**src/rtl/alu_muldiv_iterative.sv**
```systemverilog
`default_nettype none
// ============================================================================
//  Module   : alu_muldiv_iterative
//  Purpose  : Multi-cycle M-extension unit (MUL/MULH/MULHSU/MULHU and
//             DIV/DIVU/REM/REMU). Radix-2 shift-add multiplier and restoring
//             divider, one bit per clock, followed by a sign-fix cycle.
//  Options  : MULDIV_EARLY_OUT_EN - multiplies finish as soon as the
//             remaining multiplier bits are all zero.
//  Revision : 1.0 - initial release
// ============================================================================

// Function codes normally come from config.v; these defaults apply when that
// file has not been included ahead of this one.
`ifndef ALU_MUL
`define ALU_MUL    5'h10
`define ALU_MULH   5'h11
`define ALU_MULHSU 5'h12
`define ALU_MULHU  5'h13
`define ALU_DIV    5'h14
`define ALU_DIVU   5'h15
`define ALU_REM    5'h16
`define ALU_REMU   5'h17
`endif

module alu_muldiv_iterative #(
  parameter int XLEN = 32
) (
  input  logic            clock,
  input  logic            reset_n,
  input  logic            start,
  input  logic [4:0]      alu_function,
  input  logic [XLEN-1:0] operand_a,
  input  logic [XLEN-1:0] operand_b,
  output logic            busy,
  output logic            done,
  output logic [XLEN-1:0] result
);

  localparam int CW = $clog2(XLEN) + 1;

  localparam logic [1:0] S_IDLE = 2'd0;
  localparam logic [1:0] S_RUN  = 2'd1;
  localparam logic [1:0] S_FIX  = 2'd2;
  localparam logic [1:0] S_DONE = 2'd3;

  localparam logic [4:0] F_MUL    = `ALU_MUL;
  localparam logic [4:0] F_MULH   = `ALU_MULH;
  localparam logic [4:0] F_MULHSU = `ALU_MULHSU;
  localparam logic [4:0] F_MULHU  = `ALU_MULHU;
  localparam logic [4:0] F_DIV    = `ALU_DIV;
  localparam logic [4:0] F_DIVU   = `ALU_DIVU;
  localparam logic [4:0] F_REM    = `ALU_REM;
  localparam logic [4:0] F_REMU   = `ALU_REMU;

  localparam logic [CW-1:0] C_ITER = CW'(XLEN);
  localparam logic [CW-1:0] C_ONE  = CW'(1);

  // Architectural state
  logic [1:0]        state_q,  state_d;
  logic [4:0]        func_q,   func_d;
  logic [CW-1:0]     cnt_q,    cnt_d;
  // acc: multiply = {hi, lo} product accumulator; divide = {remainder, dividend/quotient}
  logic [2*XLEN-1:0] acc_q,    acc_d;
  // mcand: multiplicand magnitude or divisor magnitude
  logic [XLEN-1:0]   mcand_q,  mcand_d;
  logic [XLEN-1:0]   mplier_q, mplier_d;
  logic              neg_p_q,  neg_p_d;   // product / quotient negative
  logic              neg_r_q,  neg_r_d;   // remainder negative
  logic [XLEN-1:0]   result_q, result_d;

  // Input-side decode
  logic            w_in_mul, w_in_div, w_a_signed, w_b_signed;
  logic            w_sign_a, w_sign_b, w_accept;
  logic [XLEN-1:0] w_mag_a, w_mag_b;

  // Iteration and fix-up datapath
  logic              w_run_mul;
  logic [XLEN:0]     w_mul_sum;
  logic [2*XLEN-1:0] w_mul_step;
  logic [XLEN:0]     w_div_shift, w_div_diff;
  logic              w_div_ge;
  logic [2*XLEN-1:0] w_div_step;
  logic [2*XLEN-1:0] w_prod;
  logic [XLEN-1:0]   w_quo, w_rem, w_fix_result;

  // Classify the incoming request and form operand magnitudes
  always_comb begin
    w_in_mul   = alu_function inside {F_MUL, F_MULH, F_MULHSU, F_MULHU};
    w_in_div   = alu_function inside {F_DIV, F_DIVU, F_REM, F_REMU};
    w_a_signed = alu_function inside {F_MULH, F_MULHSU, F_DIV, F_REM};
    w_b_signed = alu_function inside {F_MULH, F_DIV, F_REM};
    w_sign_a   = w_a_signed & operand_a[XLEN-1];
    w_sign_b   = w_b_signed & operand_b[XLEN-1];
    w_mag_a    = w_sign_a ? -operand_a : operand_a;
    w_mag_b    = w_sign_b ? -operand_b : operand_b;
    w_accept   = start & ((state_q == S_IDLE) | (state_q == S_DONE));
  end

  // One multiply step (add then shift right) and one restoring-divide step
  always_comb begin
    w_run_mul   = func_q inside {F_MUL, F_MULH, F_MULHSU, F_MULHU};
    w_mul_sum   = {1'b0, acc_q[2*XLEN-1:XLEN]} + (mplier_q[0] ? {1'b0, mcand_q} : '0);
    w_mul_step  = {w_mul_sum, acc_q[XLEN-1:1]};
    w_div_shift = {acc_q[2*XLEN-1:XLEN], acc_q[XLEN-1]};
    w_div_diff  = w_div_shift - {1'b0, mcand_q};
    // The shifted remainder is below twice the divisor, so the top bit of the
    // difference is exactly the borrow of the trial subtraction.
    w_div_ge    = ~w_div_diff[XLEN];
    w_div_step  = {(w_div_ge ? w_div_diff[XLEN-1:0] : w_div_shift[XLEN-1:0]),
                   acc_q[XLEN-2:0], w_div_ge};
  end

  // Sign correction and result selection used in the FIX cycle
  always_comb begin
    w_prod = neg_p_q ? -acc_q : acc_q;
    w_quo  = neg_p_q ? -acc_q[XLEN-1:0] : acc_q[XLEN-1:0];
    w_rem  = neg_r_q ? -acc_q[2*XLEN-1:XLEN] : acc_q[2*XLEN-1:XLEN];
    case (func_q)
      F_MUL:                      w_fix_result = w_prod[XLEN-1:0];
      F_MULH, F_MULHSU, F_MULHU:  w_fix_result = w_prod[2*XLEN-1:XLEN];
      F_DIV, F_DIVU:              w_fix_result = w_quo;
      F_REM, F_REMU:              w_fix_result = w_rem;
      default:                    w_fix_result = '0;
    endcase
  end

  // Next-state logic: accept, iterate, fix up, then signal done
  always_comb begin
    state_d  = state_q;
    func_d   = func_q;
    cnt_d    = cnt_q;
    acc_d    = acc_q;
    mcand_d  = mcand_q;
    mplier_d = mplier_q;
    neg_p_d  = neg_p_q;
    neg_r_d  = neg_r_q;
    result_d = result_q;

    case (state_q)
      S_IDLE, S_DONE: begin
        if (w_accept) begin
          func_d   = alu_function;
          mcand_d  = '0;
          mplier_d = '0;
          neg_p_d  = 1'b0;
          neg_r_d  = 1'b0;
          cnt_d    = '0;
          acc_d    = '0;
          state_d  = S_FIX;
          if (w_in_div && (operand_b == '0)) begin
            // Divide by zero: quotient all ones, remainder is the raw dividend
            acc_d = {operand_a, {XLEN{1'b1}}};
          end else if (w_in_mul) begin
            mcand_d  = w_mag_a;
            mplier_d = w_mag_b;
            neg_p_d  = w_sign_a ^ w_sign_b;
            cnt_d    = C_ITER;
            state_d  = S_RUN;
          end else if (w_in_div) begin
            acc_d   = {{XLEN{1'b0}}, w_mag_a};
            mcand_d = w_mag_b;
            neg_p_d = w_sign_a ^ w_sign_b;
            neg_r_d = w_sign_a;
            cnt_d   = C_ITER;
            state_d = S_RUN;
          end
        end else if (state_q == S_DONE) begin
          state_d = S_IDLE;
        end
      end

      S_RUN: begin
        cnt_d = cnt_q - C_ONE;
        if (w_run_mul) begin
          acc_d    = w_mul_step;
          mplier_d = mplier_q >> 1;
`ifdef MULDIV_EARLY_OUT_EN
          // Nothing left to add: align the partial product by the skipped
          // iterations in one step and finish.
          if (mplier_q[XLEN-1:1] == '0) begin
            acc_d = w_mul_step >> (cnt_q - C_ONE);
            cnt_d = '0;
          end
`endif
        end else begin
          acc_d = w_div_step;
        end
        if (cnt_d == '0) begin
          state_d = S_FIX;
        end
      end

      S_FIX: begin
        result_d = w_fix_result;
        state_d  = S_DONE;
      end

      default: state_d = S_IDLE;
    endcase
  end

  // State registers with asynchronous active-low reset
  always_ff @(posedge clock or negedge reset_n) begin
    if (!reset_n) begin
      state_q  <= S_IDLE;
      func_q   <= '0;
      cnt_q    <= '0;
      acc_q    <= '0;
      mcand_q  <= '0;
      mplier_q <= '0;
      neg_p_q  <= 1'b0;
      neg_r_q  <= 1'b0;
      result_q <= '0;
    end else begin
      state_q  <= state_d;
      func_q   <= func_d;
      cnt_q    <= cnt_d;
      acc_q    <= acc_d;
      mcand_q  <= mcand_d;
      mplier_q <= mplier_d;
      neg_p_q  <= neg_p_d;
      neg_r_q  <= neg_r_d;
      result_q <= result_d;
    end
  end

  assign busy   = (state_q == S_RUN) | (state_q == S_FIX);
  assign done   = (state_q == S_DONE);
  assign result = result_q;

endmodule

`default_nettype wire
```
**config.mk**
```make
export PLATFORM = sky130hd
export DESIGN_NAME = alu_muldiv_iterative
export DESIGN_NICKNAME = d
export VERILOG_FILES = /design/src/rtl/alu_muldiv_iterative.sv
export SDC_FILE = /design/constraint.sdc
export NUM_CORES = 1
export LEC_CHECK = 0
export ABC_CLOCK_PERIOD_IN_PS = 6700
export BUFFER_PORTS_ARGS = -buffer_cell sky130_fd_sc_hd__buf_2
export CAP_MARGIN = 20
export CORE_UTILIZATION = 58
export DETAILED_ROUTE_END_ITERATION = 12
export PLACE_DENSITY = 0.77
export REMOVE_ABC_BUFFERS = 1
export SLEW_MARGIN = 20
export SYNTH_ARGS = -nofsm -noshare
export SYNTH_HDL_FRONTEND = slang
export SYNTH_SLANG_ARGS = --single-unit
```
**constraint.sdc**
```tcl
create_clock -name clock -period 6.7 [get_ports clock]
set_input_delay 0.67 -clock clock [delete_from_list [all_inputs] [get_ports clock]]
set_output_delay 0.67 -clock clock [all_outputs]
set_load 0.02 [all_outputs]
```
==> qor.csv <==
metric;value;unit
status;completed;
Die Y-Extent;168;um
Antenna Nets Post-Route;0;
die footprint;0.0283;sq mm
Area Overhead vs Synth;7.44;%
H-tree depth;4;
CP endpoint kind;register;
Wirelength per Cell;21.8;um
Die W;168;um
via count;16600;
Mapped Area;0.0160;sq mm
# port buffers;105;
Non-Filler Instances;2470;
unique cell type count in the Yosys netlist;73;
ordered list of cells on the worst path;inv_1, ha_1, fa_1, nand2b_1, a211oi_1, o211ai_1, a41o_1, a41o_1, nor3_2, buf_4, nor2_1, a21oi_1, a211oi_1, a221o_1;
Critical Path AT;4.79;ns
CP startpoint kind;register;
DRT Wirelength;53800;um
Core Rows;60;
initial antenna violation count;0;
vias in the first global route;15500;
WP data required;7.02;ns
synth warn;0;
clk root buf;clkbuf_16;
setup slack, reg-to-reg;2.23;ns
sum of net half-perimeters after detailed placement;40300;um
Avg Cell Area, Syn;7.54;sq um
fin worst setup slack;2.23;ns
first-pass GRT wire length;86000;um
synthesized flop and latch total;175;
Worst Skew;0.0193;ns
routability cong.;0.998;
Hold Path Class;in -> async;
Peak VDD IR;0.372;mV
leakage;7.39;nW
global route total overflow;0;
Syn Inst Count;2124;
Seq/Total Area, Yosys;27.4;%
Worst path slowest cell;dfrtp_1;
max-slew headroom at the worst pin;26.3;%
Power Density;524;mW/mm^2
final hold violation count;0;
WP buf/inv;2;
hold_buf cts;0;
Synth async-reset ratio;100;%
top_reg_cell synth;dfrtp_1;
GRT Overall Usage;38.7;%
Inserted Clock Buffers;17;
worst r2r path cells;14;
CTS tree;yes;
worst slew pin tran;1.10;ns
Place WS;2.26;ns
Max Cap Violations;0;
placed cell count;2437;
delay-heaviest family, CP;compound AO/OA/AOI/OAI gates;
clock-pin slew on the worst setup and hold paths;0.09;ns
Setup TNS Final;0;ns
CTS resizes;0;
RSZ-0062 raised after global routing;false;
worst-path fanout max;59;
worst reg2reg path endpoint;acc_q[40]$_DFFE_PN0P_;
crit path time final;4.47;ns
nets;2263;
Initial DRT Pass Iterations;7;
FMAX;224;MHz
largest net degree at the start of global routing;108;
endpoints failing setup;0;
EDFF count, synth;0;
r2r startpoint;acc_q[31]$_DFFE_PN0P_;
total core area;0.0270;sq mm
Hold WS;0.323;ns
initial drt markers;2088;
clk sinks;175;
Slew Limit Fails;0;
Skew-Pair Late Insertion Delay;0.45;ns
Clock Path Buffers;2;
drt drc;0;
final worst path period share;66.7;%
WS Path Type;reg -> reg;
Ant. Diodes;0;
initial cell density of the core;59.2;%
Top Ports;106;
critical path's largest stage delay;0.54;ns
setup bufs post-CTS;0;
Via density;6.70;
share of cells above drive strength 1;9.21;%
flip-flops by register name, summed over array words and instances (netlist names):
signal / count
func_q: 5
neg_p_q: 1
result: 32
state_q: 2
mcand_q: 32
neg_r_q: 1
acc_q: 64
mplier_q: 32
cnt_q: 6
cell usage in the layout (no fill, tap or decap), types with 50 or more instances in the layout:
cell type / n
dfrtp_1: 174
nand2_1: 267
inv_1: 78
ha_1: 72
nor2_1: 157
nor3_1: 50
a21oi_1: 251
o21ai_0: 127
xnor2_1: 137
buf_2: 104
Yosys cell counts, drive strengths merged, types with 19 or more instances:
library cell / count / area [sq um]
nand2: 268 / 1010
a21oi: 252 / 1260
dfrtp: 175 / 4380
o21ai: 167 / 840
nor2: 160 / 601
clkbuf: 143 / 539
xnor2: 137 / 1200
inv: 78 / 293
ha: 73 / 913
nor3: 52 / 260
xor2: 48 / 420
a21o: 44 / 330
and2: 42 / 263
a211oi: 38 / 285
nand3: 35 / 175
o31ai: 27 / 223
a222oi: 26 / 260
a22oi: 25 / 188
or4: 25 / 203
o2bb2ai: 23 / 201
or3: 23 / 154
nand2b: 21 / 131
a31oi: 19 / 119
report_power, final:
| group | leakage [nW] | internal (mW) | switching [mW] |
|---|---|---|---|
| Clock | 0.290 | 0.520 | 0.529 |
| Combinational | 4.82 | 2.14 | 3.70 |
| Sequential | 2.28 | 1.46 | 0.663 |
| Total | 7.39 | 4.12 | 4.89 |
metrics by stage:
stage	utilization (%)	cell area, sq um	power (mW)
6_report	63.7	17200	9.01
5_1_grt	63.7	17200	9.66
3_3_place_gp	61.4	16600	7.63
4_1_cts	63.6	17200	8.80
2_1_floorplan	-	15400	6.01
3_5_place_dp	61.4	16600	7.73
metal layers:
layer | global-route usage, % | part of all wire (%) | vias to the layer above
met1 | 54.4 | 42 | 7786
met4 | 14.0 | 3.4 | 0
met2 | 59.5 | 43 | 971
li1 | - | - | 7669
met3 | 7.05 | 11 | 133
met5 | 0 | 0 | -
worst max path at each step:
stage / start / to / slack [ns] / cells past startpoint
after floorplan: state_q[0]$_DFFE_PN0P_ / mplier_q[0]$_DFFE_PN0P_ / -4.09 / 7
after global placement: operand_b[2] / acc_q[61]$_DFFE_PN0P_ / 2.33 / 11
after detailed placement: operand_b[2] / acc_q[59]$_DFFE_PN0P_ / 2.26 / 11
after CTS: acc_q[31]$_DFFE_PN0P_ / acc_q[40]$_DFFE_PN0P_ / 2.38 / 14
after global routing: acc_q[31]$_DFFE_PN0P_ / acc_q[40]$_DFFE_PN0P_ / 2.07 / 14
final: acc_q[31]$_DFFE_PN0P_ / acc_q[40]$_DFFE_PN0P_ / 2.23 / 14
worst reg2reg max path, delay by kind of cell (launching register included):
family | cells | cell delay [ns]
buf+inv | 2 | 0.75
simple gates | 3 | 0.43
flops | 1 | 0.54
compound gates | 7 | 1.90
fa+ha+maj | 2 | 0.73
kinds of logic (layout without fill, tap and decap cells):
kind of cell    Yosys count  count (layout)  share of synthesized area (%)
flops                   175             175                           27.4
buf+inv                 234             239                           5.63
compound gates          751             751                           30.0
fa+ha+maj                75              75                           5.95
simple gates            690             690                           20.1
mux                      14              14                          0.906
xor+xnor                185             185                           10.1
cell type report:
class	count	area, sq um
clock buffers	19	453
flip-flops and latches	175	4380
clock inverters	13	140
fillers	2437	9820
multi-input cells	1715	10800
repair buffers	129	727
inverters	78	293
well taps	341	427
Power figures use the tool's default switching activity.
